<file path="config.mk">
export PLATFORM = sky130hd
export DESIGN_NAME = mem_master
export DESIGN_NICKNAME = d
export VERILOG_FILES = /design/src/rtl/mem_master_pkg.sv /design/src/rtl/mem_wait_counter.sv /design/src/rtl/mem_master.sv
export SDC_FILE = /design/constraint.sdc
export NUM_CORES = 1
export LEC_CHECK = 0
export ABC_AREA = 1
export CAP_MARGIN = 20
export CORE_UTILIZATION = 55
export CTS_BUF_LIST = sky130_fd_sc_hd__clkbuf_8
export CTS_CLUSTER_DIAMETER = 40
export DETAILED_ROUTE_END_ITERATION = 6
export PLACE_DENSITY_LB_ADDON = 0.1
export SETUP_SLACK_MARGIN = 0.15
export SLEW_MARGIN = 20
export SYNTH_ARGS = -nofsm -noshare
export SYNTH_HDL_FRONTEND = slang
export SYNTH_SLANG_ARGS = --single-unit
</file>
<file path="constraint.sdc">
create_clock -name clk -period 6.9 [get_ports clk]
set_input_delay 2.07 -clock clk [delete_from_list [all_inputs] [get_ports clk]]
set_output_delay 2.07 -clock clk [all_outputs]
set_load 0.005 [all_outputs]
</file>
<file path="src/rtl/mem_master_pkg.sv">
// Shared op codes, FSM encodings and width defaults for the memory initiator.
package mem_master_pkg;

  localparam int unsigned AwDefault = 12;
  localparam int unsigned DwDefault = 16;
  localparam int unsigned CntWidth  = 4;

  typedef enum logic [1:0] {
    OP_READ  = 2'b00,
    OP_WRITE = 2'b01,
    OP_INCR  = 2'b10,
    OP_RSVD  = 2'b11
  } op_e;

  typedef enum logic [1:0] {
    StIdle = 2'b00,
    StRd   = 2'b01,
    StWr   = 2'b10,
    StResp = 2'b11
  } state_e;

endpackage

</file>
<file path="src/rtl/mem_wait_counter.sv">
// Loadable down-counter; o_tc flags the final cycle of a strobe window.
module mem_wait_counter
  import mem_master_pkg::*;
#(
  parameter int unsigned Width = CntWidth
) (
  input  logic             clk,
  input  logic             reset,
  input  logic             i_load,
  input  logic [Width-1:0] i_value,
  input  logic             i_dec,
  output logic             o_tc
);

  logic [Width-1:0] r_cnt;

  always_ff @(posedge clk or posedge reset) begin
    if (reset) begin
      r_cnt <= '0;
    end else if (i_load) begin
      r_cnt <= i_value;
    end else if (i_dec && (r_cnt != '0)) begin
      r_cnt <= r_cnt - 1'b1;
    end
  end

  assign o_tc = (r_cnt == Width'(1));

endmodule

</file>
<file path="src/rtl/mem_master.sv">
// Memory-interface initiator: sequences READ, WRITE and read-increment-write
// transactions with a programmable strobe hold time.
module mem_master
  import mem_master_pkg::*;
#(
  parameter int unsigned WAIT_CYCLES = 1,
  parameter int unsigned AW          = AwDefault,
  parameter int unsigned DW          = DwDefault
) (
  input  logic          clk,
  input  logic          reset,
  input  logic          req_valid,
  output logic          req_ready,
  input  logic [1:0]    req_op,
  input  logic [AW-1:0] req_adress,
  input  logic [DW-1:0] req_data,
  output logic          rsp_valid,
  output logic [DW-1:0] rsp_data,
  output logic          rsp_zero,
  output logic          rsp_err,
  output logic [AW-1:0] adress,
  output logic          read,
  output logic          write,
  output logic [DW-1:0] indata,
  input  logic [DW-1:0] outdata
);

  localparam logic [CntWidth-1:0] WaitLoad = CntWidth'(WAIT_CYCLES);

  state_e        r_state;
  op_e           r_op;
  logic [DW-1:0] r_data;

  op_e           w_op;
  logic          w_accept;
  logic          w_load;
  logic          w_dec;
  logic          w_tc;
  logic [DW-1:0] w_incr;

  assign w_op     = op_e'(req_op);
  assign w_accept = (r_state == StIdle) && req_valid;
  assign w_incr   = outdata + DW'(1);
  // Reload on every strobe window start: accept, and the RD->WR hop of INCR.
  assign w_load   = (w_accept && (w_op != OP_RSVD)) ||
                    ((r_state == StRd) && w_tc && (r_op == OP_INCR));
  assign w_dec    = ((r_state == StRd) || (r_state == StWr)) && !w_tc;

  mem_wait_counter #(
    .Width(CntWidth)
  ) u_wait_counter (
    .clk    (clk),
    .reset  (reset),
    .i_load (w_load),
    .i_value(WaitLoad),
    .i_dec  (w_dec),
    .o_tc   (w_tc)
  );

  always_ff @(posedge clk or posedge reset) begin
    if (reset) begin
      r_state   <= StIdle;
      r_op      <= OP_READ;
      r_data    <= '0;
      req_ready <= 1'b1;
      rsp_valid <= 1'b0;
      rsp_data  <= '0;
      rsp_zero  <= 1'b0;
      rsp_err   <= 1'b0;
      adress    <= '0;
      read      <= 1'b0;
      write     <= 1'b0;
      indata    <= '0;
    end else begin
      rsp_valid <= 1'b0;
      unique case (r_state)
        StIdle: begin
          if (w_accept) begin
            req_ready <= 1'b0;
            r_op      <= w_op;
            adress    <= req_adress;
            unique case (w_op)
              OP_READ, OP_INCR: begin
                r_state <= StRd;
                read    <= 1'b1;
              end
              OP_WRITE: begin
                r_state <= StWr;
                write   <= 1'b1;
                indata  <= req_data;
                r_data  <= req_data;
              end
              OP_RSVD: begin
                r_state <= StResp;
                r_data  <= '0;
              end
            endcase
          end
        end
        StRd: begin
          if (w_tc) begin
            read <= 1'b0;
            if (r_op == OP_INCR) begin
              r_data  <= w_incr;
              indata  <= w_incr;
              write   <= 1'b1;
              r_state <= StWr;
            end else begin
              r_data  <= outdata;
              r_state <= StResp;
            end
          end
        end
        StWr: begin
          if (w_tc) begin
            write   <= 1'b0;
            r_state <= StResp;
          end
        end
        StResp: begin
          rsp_valid <= 1'b1;
          rsp_data  <= r_data;
          rsp_zero  <= (r_op == OP_INCR) && (r_data == '0);
          rsp_err   <= (r_op == OP_RSVD);
          req_ready <= 1'b1;
          r_state   <= StIdle;
        end
        default: r_state <= StIdle;
      endcase
    end
  end

endmodule

</file>
==> flow_summary.json, run 1 <==
{
  "grt_use_total_pct": 30.2,
  "ys.flop_type": "dfrtp_1",
  "critical_path.startpoint": "req_valid",
  "drt_pass1_iterations": 5,
  "timing.fmax_ghz": 0.272,
  "final-hold-violation-count": 0,
  "synthArstFlopShare_pct": 100,
  "drt_iter0_markers": 287,
  "clk_path_buf_depth": 2,
  "syn_to_final_growth_pct": 32.2,
  "crit_type": "in -> reg",
  "rsz0062_at_grt": "no",
  "path_max_fanout": 24,
  "reg2reg_slack_ns": 4.07,
  "ys_ff_latch": 74,
  "yosysUniqueCellTypes": 35,
  "start_util_pct": 57.3,
  "tightest_slew_ns": 0.998,
  "detail_route.wl_per_cell_um": 14.7,
  "r2r-end": "indata[8]",
  "drcViolationCount": 0,
  "portBuffers": 98,
  "cts_resized": 0,
  "cts_tree": "built",
  "fin_tns_setup_ns": 0,
  "endpoint": "r_data[4]",
  "arrival_ns": 3.90,
  "slowest_delay_ns": 0.44,
  "avgSynthCellArea_um2": 7.54,
  "finalCriticalPeriod_ns": 3.67,
  "setup_viol": 0,
  "dieHeight_um": 86.4,
  "power.share.switching_pct": 38.6,
  "synth_area_um2": 3920,
  "slew_headroom_pct": 33.4,
  "cts_hold_buffers": 0,
  "grt_pass1_wl_um": 17200,
  "seq_area_um2": 1850,
  "ios": 99,
  "seqPwrFrac_pct": 33.7,
  "clock-sinks": 74,
  "comb_power_share_pct": 47.1,
  "nNetsFinal": 670,
  "leakage_nw": 2.52,
  "multiInputGateArea_um2": 1750,
  "fin_crit_sh_pct": 53.2,
  "clockPowerShare_pct": 19.3,
  "cts_buffers": 9,
  "cp-start-kind": "input pin",
  "finClkSkew_ns": 0.0103,
  "outcome": "complete, no violations",
  "syn-num-nets": 576,
  "postRouteAntennaNets": 0,
  "drt_wl_total_um": 10500,
  "nFillCells": 526,
  "ir_drop_mv": 0.201,
  "required_ns": 7.13,
  "insertion_delay_ns": 0.35,
  "r2r-start": "r_state[1]",
  "layout-drive-gt1-share_pct": 5.34,
  "drv_slew": 0,
  "netlist_instances": 519,
  "via_count": 3786,
  "gp_congestion": 0.897,
  "synth-warning-count": 0,
  "place_inst": 698,
  "crit_chain": "clkdlybuf4s50_1, nand2_2, o21ai_1, nand2_2, clkinv_2, o21ai_4, inv_1, o21ai_0, o21ai_0",
  "post_cts_buffers": 0,
  "dp_hpwl_um": 7760,
  "switching_power_mw": 0.844,
  "htree_levels": 3,
  "hold_class": "reg -> reg",
  "grt_pass1_vias": 3736,
  "core_area_um2": 6830,
  "clk_pin_slew_worst_paths_ns": 0.08,
  "yosysSeqAreaShare_pct": 47.3,
  "setup.worst_path.end_class": "flip-flop",
  "postLayoutCoreUtil_pct": 75.8,
  "instances_no_fill": 714,
  "p_int_mw": 1.35,
  "die_w_um": 86.4,
  "r2r_cells": 9,
  "powerDensity_nw_per_um2": 423,
  "die-area_um2": 7460,
  "antenna_cells": 0,
  "fin_total_pwr_mw": 2.19,
  "grt_antenna_before_repair": 0,
  "synth_edf_count": 0,
  "grt.overflow.total": 0,
  "maxCapViolCount": 0,
  "grt_max_degree": 75,
  "viasPerCell": 5.30,
  "cts-root-buf": "clkbuf_8",
  "rows": 30,
  "critPathSlowestCell": "clkdlybuf4s50_1"
}
-- cell usage after synthesis, types with 2 or more instances --
cell,instances,area share (%)
a21oi_2,5,1.1
o22ai_1,2,0.32
nand2_2,2,0.32
buf_6,3,0.86
a21boi_0,3,0.58
xor2_1,6,1.3
nor3_1,3,0.38
nand3_1,21,2.7
a21oi_1,16,2.0
nand2_1,172,16
buf_4,2,0.38
buf_2,4,0.51
nand4_1,6,0.96
inv_1,52,5.0
clkbuf_1,6,0.58
ha_1,8,2.6
a21boi_1,7,1.3
o21ai_0,50,6.4
inv_4,2,0.32
o31ai_1,2,0.38
dfrtp_1,73,47
nor2_1,61,5.8
-- through the flow --
stage          setup WS, ns  hold slack [ns]  instance area [um2]
6_report               3.23            0.485                 5180
3_3_place_gp           2.96            0.454                 4930
2_1_floorplan          2.95            0.434                 3920
4_1_cts                3.23            0.484                 5180
5_1_grt                3.07            0.506                 5180
3_5_place_dp           2.87            0.469                 4930
-- power by group through the flow --
stage	clock [mW]	combinational, mW	sequential (mW)
global route	0.445	1.15	0.757
global placement	0	1.00	0.734
floorplan	0	0.597	0.740
CTS	0.422	1.03	0.737
detailed placement	0	1.03	0.744
finish	0.422	1.03	0.737
-- registers in the layout (all words and copies together) (netlist names) --
name,cells
indata,16
r_data,16
rsp_data,16
adress,12
u_wait_counter.r_cnt,4
r_op,2
r_state,2
read,1
req_ready,1
rsp_err,1
rsp_valid,1
rsp_zero,1
write,1
-- critical path, delay by kind of cell --
kind	cells	cell delay, ns
buffers and inverters	3	0.79
AND/OR/NAND/NOR	2	0.39
AO/OA/AOI/OAI	4	0.63
-- layer usage --
metal	part of all wire (%)	routed length, um	GRT usage (%)	vias up
met5	0	0	0	-
met4	2.0	206	11.2	0
met3	5.4	565	4.95	19
met2	52	5420	53.5	132
met1	41	4320	37.0	1801
li1	-	-	-	1834
-- how the worst min path moves through the flow --
stage,start,cells past startpoint,to,slack (ns)
after global routing,adress[2],2,adress[2],0.51
after detailed placement,u_wait_counter.r_cnt[3],1,u_wait_counter.r_cnt[3],0.47
final,adress[4],2,adress[4],0.48
after CTS,u_wait_counter.r_cnt[3],1,u_wait_counter.r_cnt[3],0.48
after global placement,u_wait_counter.r_cnt[3],1,u_wait_counter.r_cnt[3],0.45
after floorplan,u_wait_counter.r_cnt[3],1,u_wait_counter.r_cnt[3],0.43
-- final cells by class --
class,count,area share [%]
inverter,57,4.25
clock buffer,9,2.39
sequential,74,35.8
timing repair buffer,99,19.1
multi-input combinational,372,33.7
tap,96,2.32
clock inverter,7,2.39
-- cells by family after synthesis --
group,after synthesis,synth area share [%]
AOI/OAI and AO/OA,88,12.9
xor gates and xnor gates,7,1.57
adders and majority gates,8,2.56
buffers and inverters,73,8.05
DFF,74,47.3
muxes,1,0.256
and+or+nand+nor,268,27.3
-- layout by cell type, fill, tap and decap left out, types with 3 or more instances in the layout --
cell type          n
a21oi_1           16
nand3_1           21
clkdlybuf4s50_1   98
dfrtp_1           73
clkbuf_8           9
nor2_1            61
bufinv_16          3
a21boi_1           7
a21boi_0           3
nand2_1          172
inv_1             51
nor3_1             3
o21ai_0           50
ha_1               8
nand4_1            6
xor2_1             6
a21oi_2            5
Power figures use the tool's default switching activity.
==> inputs of run 2 (changes only) <==
--- a/config.mk
+++ b/config.mk
@@ -7,7 +7,7 @@
 export LEC_CHECK = 0
 export ABC_AREA = 1
 export CAP_MARGIN = 20
-export CORE_UTILIZATION = 55
+export CORE_UTILIZATION = 51
 export CTS_BUF_LIST = sky130_fd_sc_hd__clkbuf_8
 export CTS_CLUSTER_DIAMETER = 40
 export DETAILED_ROUTE_END_ITERATION = 6
==> constraint.sdc (replaced) <==
create_clock -name clk -period 3.8 [get_ports clk]
set_input_delay 1.14 -clock clk [delete_from_list [all_inputs] [get_ports clk]]
set_output_delay 1.14 -clock clk [all_outputs]
set_load 0.005 [all_outputs]
==> flow_summary.json, run 2 (synthesis gave the netlist of run 1 again) <==
{
  "ios": 99,
  "dieHeight_um": 89.6,
  "drt_pass1_iterations": 5,
  "drcViolationCount": 0,
  "fin_total_pwr_mw": 3.83,
  "antenna_cells": 0,
  "seq_area_um2": 1850,
  "met2_usage_pct": 46.3,
  "grt_max_degree": 75,
  "postRouteAntennaNets": 0,
  "layout_common_cells": "nand2_1 (172), clkdlybuf4s50_1 (98), dfrtp_1 (73)",
  "htree_levels": 3,
  "cp-start-kind": "input pin",
  "design_area_um2": 5160,
  "place_inst": 702,
  "core_area_um2": 7330,
  "layout_setup_ws_ns": 1.09,
  "drv_slew": 0,
  "grt_use_total_pct": 26.5,
  "arrival_ns": 2.93,
  "finalCriticalPeriod_ns": 2.71,
  "cts_buffers": 9,
  "crit_type": "in -> reg",
  "drt_iter0_markers": 207,
  "maxCapViolCount": 0,
  "cts-root-buf": "clkbuf_8",
  "use_met1_pct": 32.0,
  "use_met3_pct": 4.20,
  "fin_crit_sh_pct": 71.3,
  "cts_hold_buffers": 0,
  "setup_viol": 0,
  "largestRegisters": "indata (16), r_data (16), rsp_data (16)",
  "final-hold-violation-count": 0,
  "grt_antenna_before_repair": 0,
  "start_util_pct": 53.4,
  "leakage_nw": 2.51,
  "required_ns": 4.02,
  "grt_pass1_vias": 3404,
  "rsz0062_at_grt": "no",
  "cts_resized": 0,
  "detail_route.wl_per_cell_um": 14.1,
  "path_max_fanout": 24,
  "gp_congestion": 0.947,
  "timing.fmax_ghz": 0.369,
  "holdWs_ns": 0.473,
  "insertion_delay_ns": 0.35,
  "nNetsFinal": 671,
  "layout_commonest_cell": "nand2_1",
  "layout-drive-gt1-share_pct": 5.49,
  "top_usage_layer": "met2",
  "clk_pin_slew_worst_paths_ns": 0.08,
  "fin_tns_setup_ns": 0,
  "post_cts_buffers": 0,
  "ir_drop_mv": 0.350,
  "die-area_um2": 8030,
  "slew_headroom_pct": 48.6,
  "hold_class": "reg -> reg",
  "multiInputGateArea_um2": 1750,
  "finClkSkew_ns": 0.0101,
  "nFillCells": 611,
  "via_count": 3716,
  "tightest_slew_ns": 0.766,
  "post-place-ws_ns": 0.728,
  "grt_pass1_wl_um": 15800,
  "cts_tree": "built",
  "dp_hpwl_um": 7610,
  "postLayoutCoreUtil_pct": 70.4,
  "die_w_um": 89.6,
  "instances_no_fill": 718,
  "drt_wl_total_um": 10100,
  "rows": 31,
  "clock-sinks": 74,
  "clk_path_buf_depth": 2,
  "grt.overflow.total": 0,
  "powerDensity_nw_per_um2": 742,
  "portBuffers": 98,
  "viasPerCell": 5.18,
  "placed_cell_area_um2": 4950,
  "outcome": "complete, no violations",
  "syn_to_final_growth_pct": 31.8,
  "setup.worst_path.end_class": "flip-flop"
}
==> run 2: worst paths after layout <==
| kind | startpoint | cells after the start | slack [ns] | end |
|---|---|---|---|---|
| worst min-delay path | rsp_data[2] | 2 | 0.47 | rsp_data[2] |
| worst max register to register | r_state[1] | 11 | 1.51 | r_data[4] |
| worst min register to register | rsp_data[2] | 2 | 0.47 | rsp_data[2] |
| min in group asynchronous | reset | 3 | 1.19 | adress[10] |
| worst max-delay path | req_valid | 9 | 1.09 | r_data[4] |
| max in group asynchronous | reset | 3 | 2.27 | req_ready |
==> run 2: area by class of cell <==
cell class / count / share of cell area, %
timing repair buffer: 100 / 19.5
inverter: 57 / 4.27
sequential: 74 / 35.9
clock buffer: 9 / 2.40
tap: 99 / 2.40
multi-input combinational: 372 / 33.9
clock inverter: 7 / 1.62
==> run 2: routing by layer <==
metal  vias up  share of wire [%]
li1       1827                  -
met4         0                2.3
met5         -                  0
met2       130                 51
met3        19                5.7
met1      1740                 41
==> run 2: power by group <==
part / switching [mW] / total (mW) / internal, mW
sequential: 0.178 / 1.33 / 1.15
combinational: 1.01 / 1.86 / 0.853
clock: 0.323 / 0.637 / 0.314
==> run 2: critical path: stages <==
cell and delay (ns):
clkdlybuf4s50_1 0.44, nand2_2 0.28, o21ai_1 0.13, nand2_2 0.11, clkinv_2 0.10, o21ai_4 0.24
inv_1 0.26, o21ai_0 0.12, o21ai_0 0.09
==> inputs of run 3 (changes only) <==
==> constraint.sdc (replaced) <==
create_clock -name clk -period 2.66 [get_ports clk]
set_input_delay 0.798 -clock clk [delete_from_list [all_inputs] [get_ports clk]]
set_output_delay 0.798 -clock clk [all_outputs]
set_load 0.005 [all_outputs]
==> flow_summary.json, run 3 (synthesis gave the netlist of run 1 again) <==
{
  "layout_commonest_cell": "nand2_1",
  "syn_to_final_growth_pct": 33.3,
  "insertion_delay_ns": 0.35,
  "drt_wl_total_um": 10700,
  "drt_pass1_iterations": 5,
  "grt_use_total_pct": 27.4,
  "largestRegisters": "indata (16), r_data (16), rsp_data (16)",
  "drv_slew": 0,
  "powerDensity_nw_per_um2": 1070,
  "clk_pin_slew_worst_paths_ns": 0.09,
  "crit_type": "in -> reg",
  "rows": 31,
  "portBuffers": 98,
  "outcome": "complete, no violations",
  "drt_iter0_markers": 182,
  "drcViolationCount": 0,
  "grt_pass1_vias": 3588,
  "rsz0062_at_grt": "no",
  "slew_headroom_pct": 72.2,
  "ir_drop_mv": 0.544,
  "crit_buf_inv": 2,
  "critPathSlowestCell": "clkdlybuf4s50_1",
  "clk_path_buf_depth": 2,
  "start_util_pct": 53.4,
  "cts-root-buf": "clkbuf_8",
  "required_ns": 2.93,
  "min_delay_path_depth": 2,
  "post_cts_buffers": 0,
  "tightest_slew_ns": 0.416,
  "via_count": 3767,
  "arrival_ns": 2.45,
  "fin_tns_setup_ns": 0,
  "worst_path_most_repeated_cell": "nand3_1",
  "die_w_um": 89.6,
  "clock-sinks": 74,
  "postRouteAntennaNets": 0,
  "layout_common_cells": "nand2_1 (172), clkdlybuf4s50_1 (98), dfrtp_1 (73)",
  "cts_buffers": 9,
  "leakage_nw": 2.54,
  "r2r_cells": 8,
  "cts_hold_buffers": 0,
  "hold_path_end": "adress[7]",
  "antenna_cells": 0,
  "setup_viol": 0,
  "path_max_fanout": 5,
  "final-hold-violation-count": 0,
  "r2r-end": "r_data[1]",
  "nNetsFinal": 677,
  "finalCriticalPeriod_ns": 2.18,
  "timing.fmax_ghz": 0.458,
  "cp.depth": 8,
  "critPathTopFamily": "buffers and inverters",
  "detail_route.wl_per_cell_um": 14.8,
  "cts_tree": "built",
  "crit_chain": "clkdlybuf4s50_1, ha_1, nand3_1, inv_1, nand2_1, o21ai_0, nand3_1, a21boi_1",
  "gp_congestion": 0.870,
  "fin_crit_sh_pct": 82.1,
  "dieHeight_um": 89.6,
  "grt_antenna_before_repair": 0,
  "viasPerCell": 5.20,
  "htree_levels": 3,
  "cp-start-kind": "input pin",
  "maxCapViolCount": 0,
  "place_inst": 708,
  "setup.worst_path.end_class": "flip-flop",
  "finClkSkew_ns": 0.0121,
  "r2r-start": "r_state[1]",
  "instances_no_fill": 724,
  "grt.overflow.total": 0,
  "grt_max_degree": 51,
  "die-area_um2": 8030,
  "reg2reg_slack_ns": 0.62,
  "dp_hpwl_um": 7860,
  "layout-drive-gt1-share_pct": 6.40,
  "hold_class": "reg -> reg",
  "cts_resized": 0,
  "slowest_delay_ns": 0.54,
  "grt_pass1_wl_um": 16500,
  "ios": 99,
  "core_area_um2": 7330,
  "hold_start": "adress[7]"
}
[run 3: cell types whose count changed in the layout (fill, tap and decap cells not counted), sizes merged]
cell  before  now
buf        2    8
[run 3: routing by layer]
| metal | wire (um) | track usage [%] |
|---|---|---|
| met5 | 0 | 0 |
| met4 | 263 | 11.0 |
| met3 | 398 | 2.93 |
| met2 | 5660 | 50.7 |
| met1 | 4390 | 32.4 |
[run 3: how the worst max path moves through the flow]
stage | startpoint | end | slack (ns)
2_1_floorplan | outdata[0] | r_data[10] | 0.93
3_3_place_gp | outdata[0] | r_data[10] | 0.21
3_5_place_dp | outdata[0] | r_data[10] | 0.15
4_1_cts | req_ready | req_ready | 0.48
5_1_grt | outdata[0] | r_data[10] | 0.30
6_report | outdata[0] | r_data[10] | 0.48
[run 3: worst reg2reg max path: stages (launching register included)]
cell,delay [ns]
dfrtp_1,0.42
inv_1,0.09
ha_1,0.36
nand3_1,0.31
inv_1,0.42
nand2_1,0.09
nand3_1,0.15
nand2_1,0.06
o21ai_0,0.07
[run 3: cell type report]
cell class                 count  area, um2
fill                         582       2110
inverter                      57        224
timing repair buffer         106       1070
tap                           99        124
multi-input combinational    372       1750
clock inverter                 7       82.6
clock buffer                   9        124
sequential                    74       1850
[run 3: through the flow]
stage	util, %	area (um2)	hold slack [ns]	setup slack, ns	power (mW)
6_report	71.2	5220	0.485	0.476	5.58
5_1_grt	71.2	5220	0.504	0.297	6.00
4_1_cts	71.2	5220	0.487	0.483	5.61
3_5_place_dp	68.4	5010	0.464	0.154	4.66
3_3_place_gp	68.4	5010	0.453	0.212	4.59
2_1_floorplan	-	3920	0.434	0.927	3.47
[run 3: power breakdown]
part	internal [mW]	switching [mW]
Clock	0.450	0.475
Combinational	1.26	1.48
Sequential	1.65	0.266
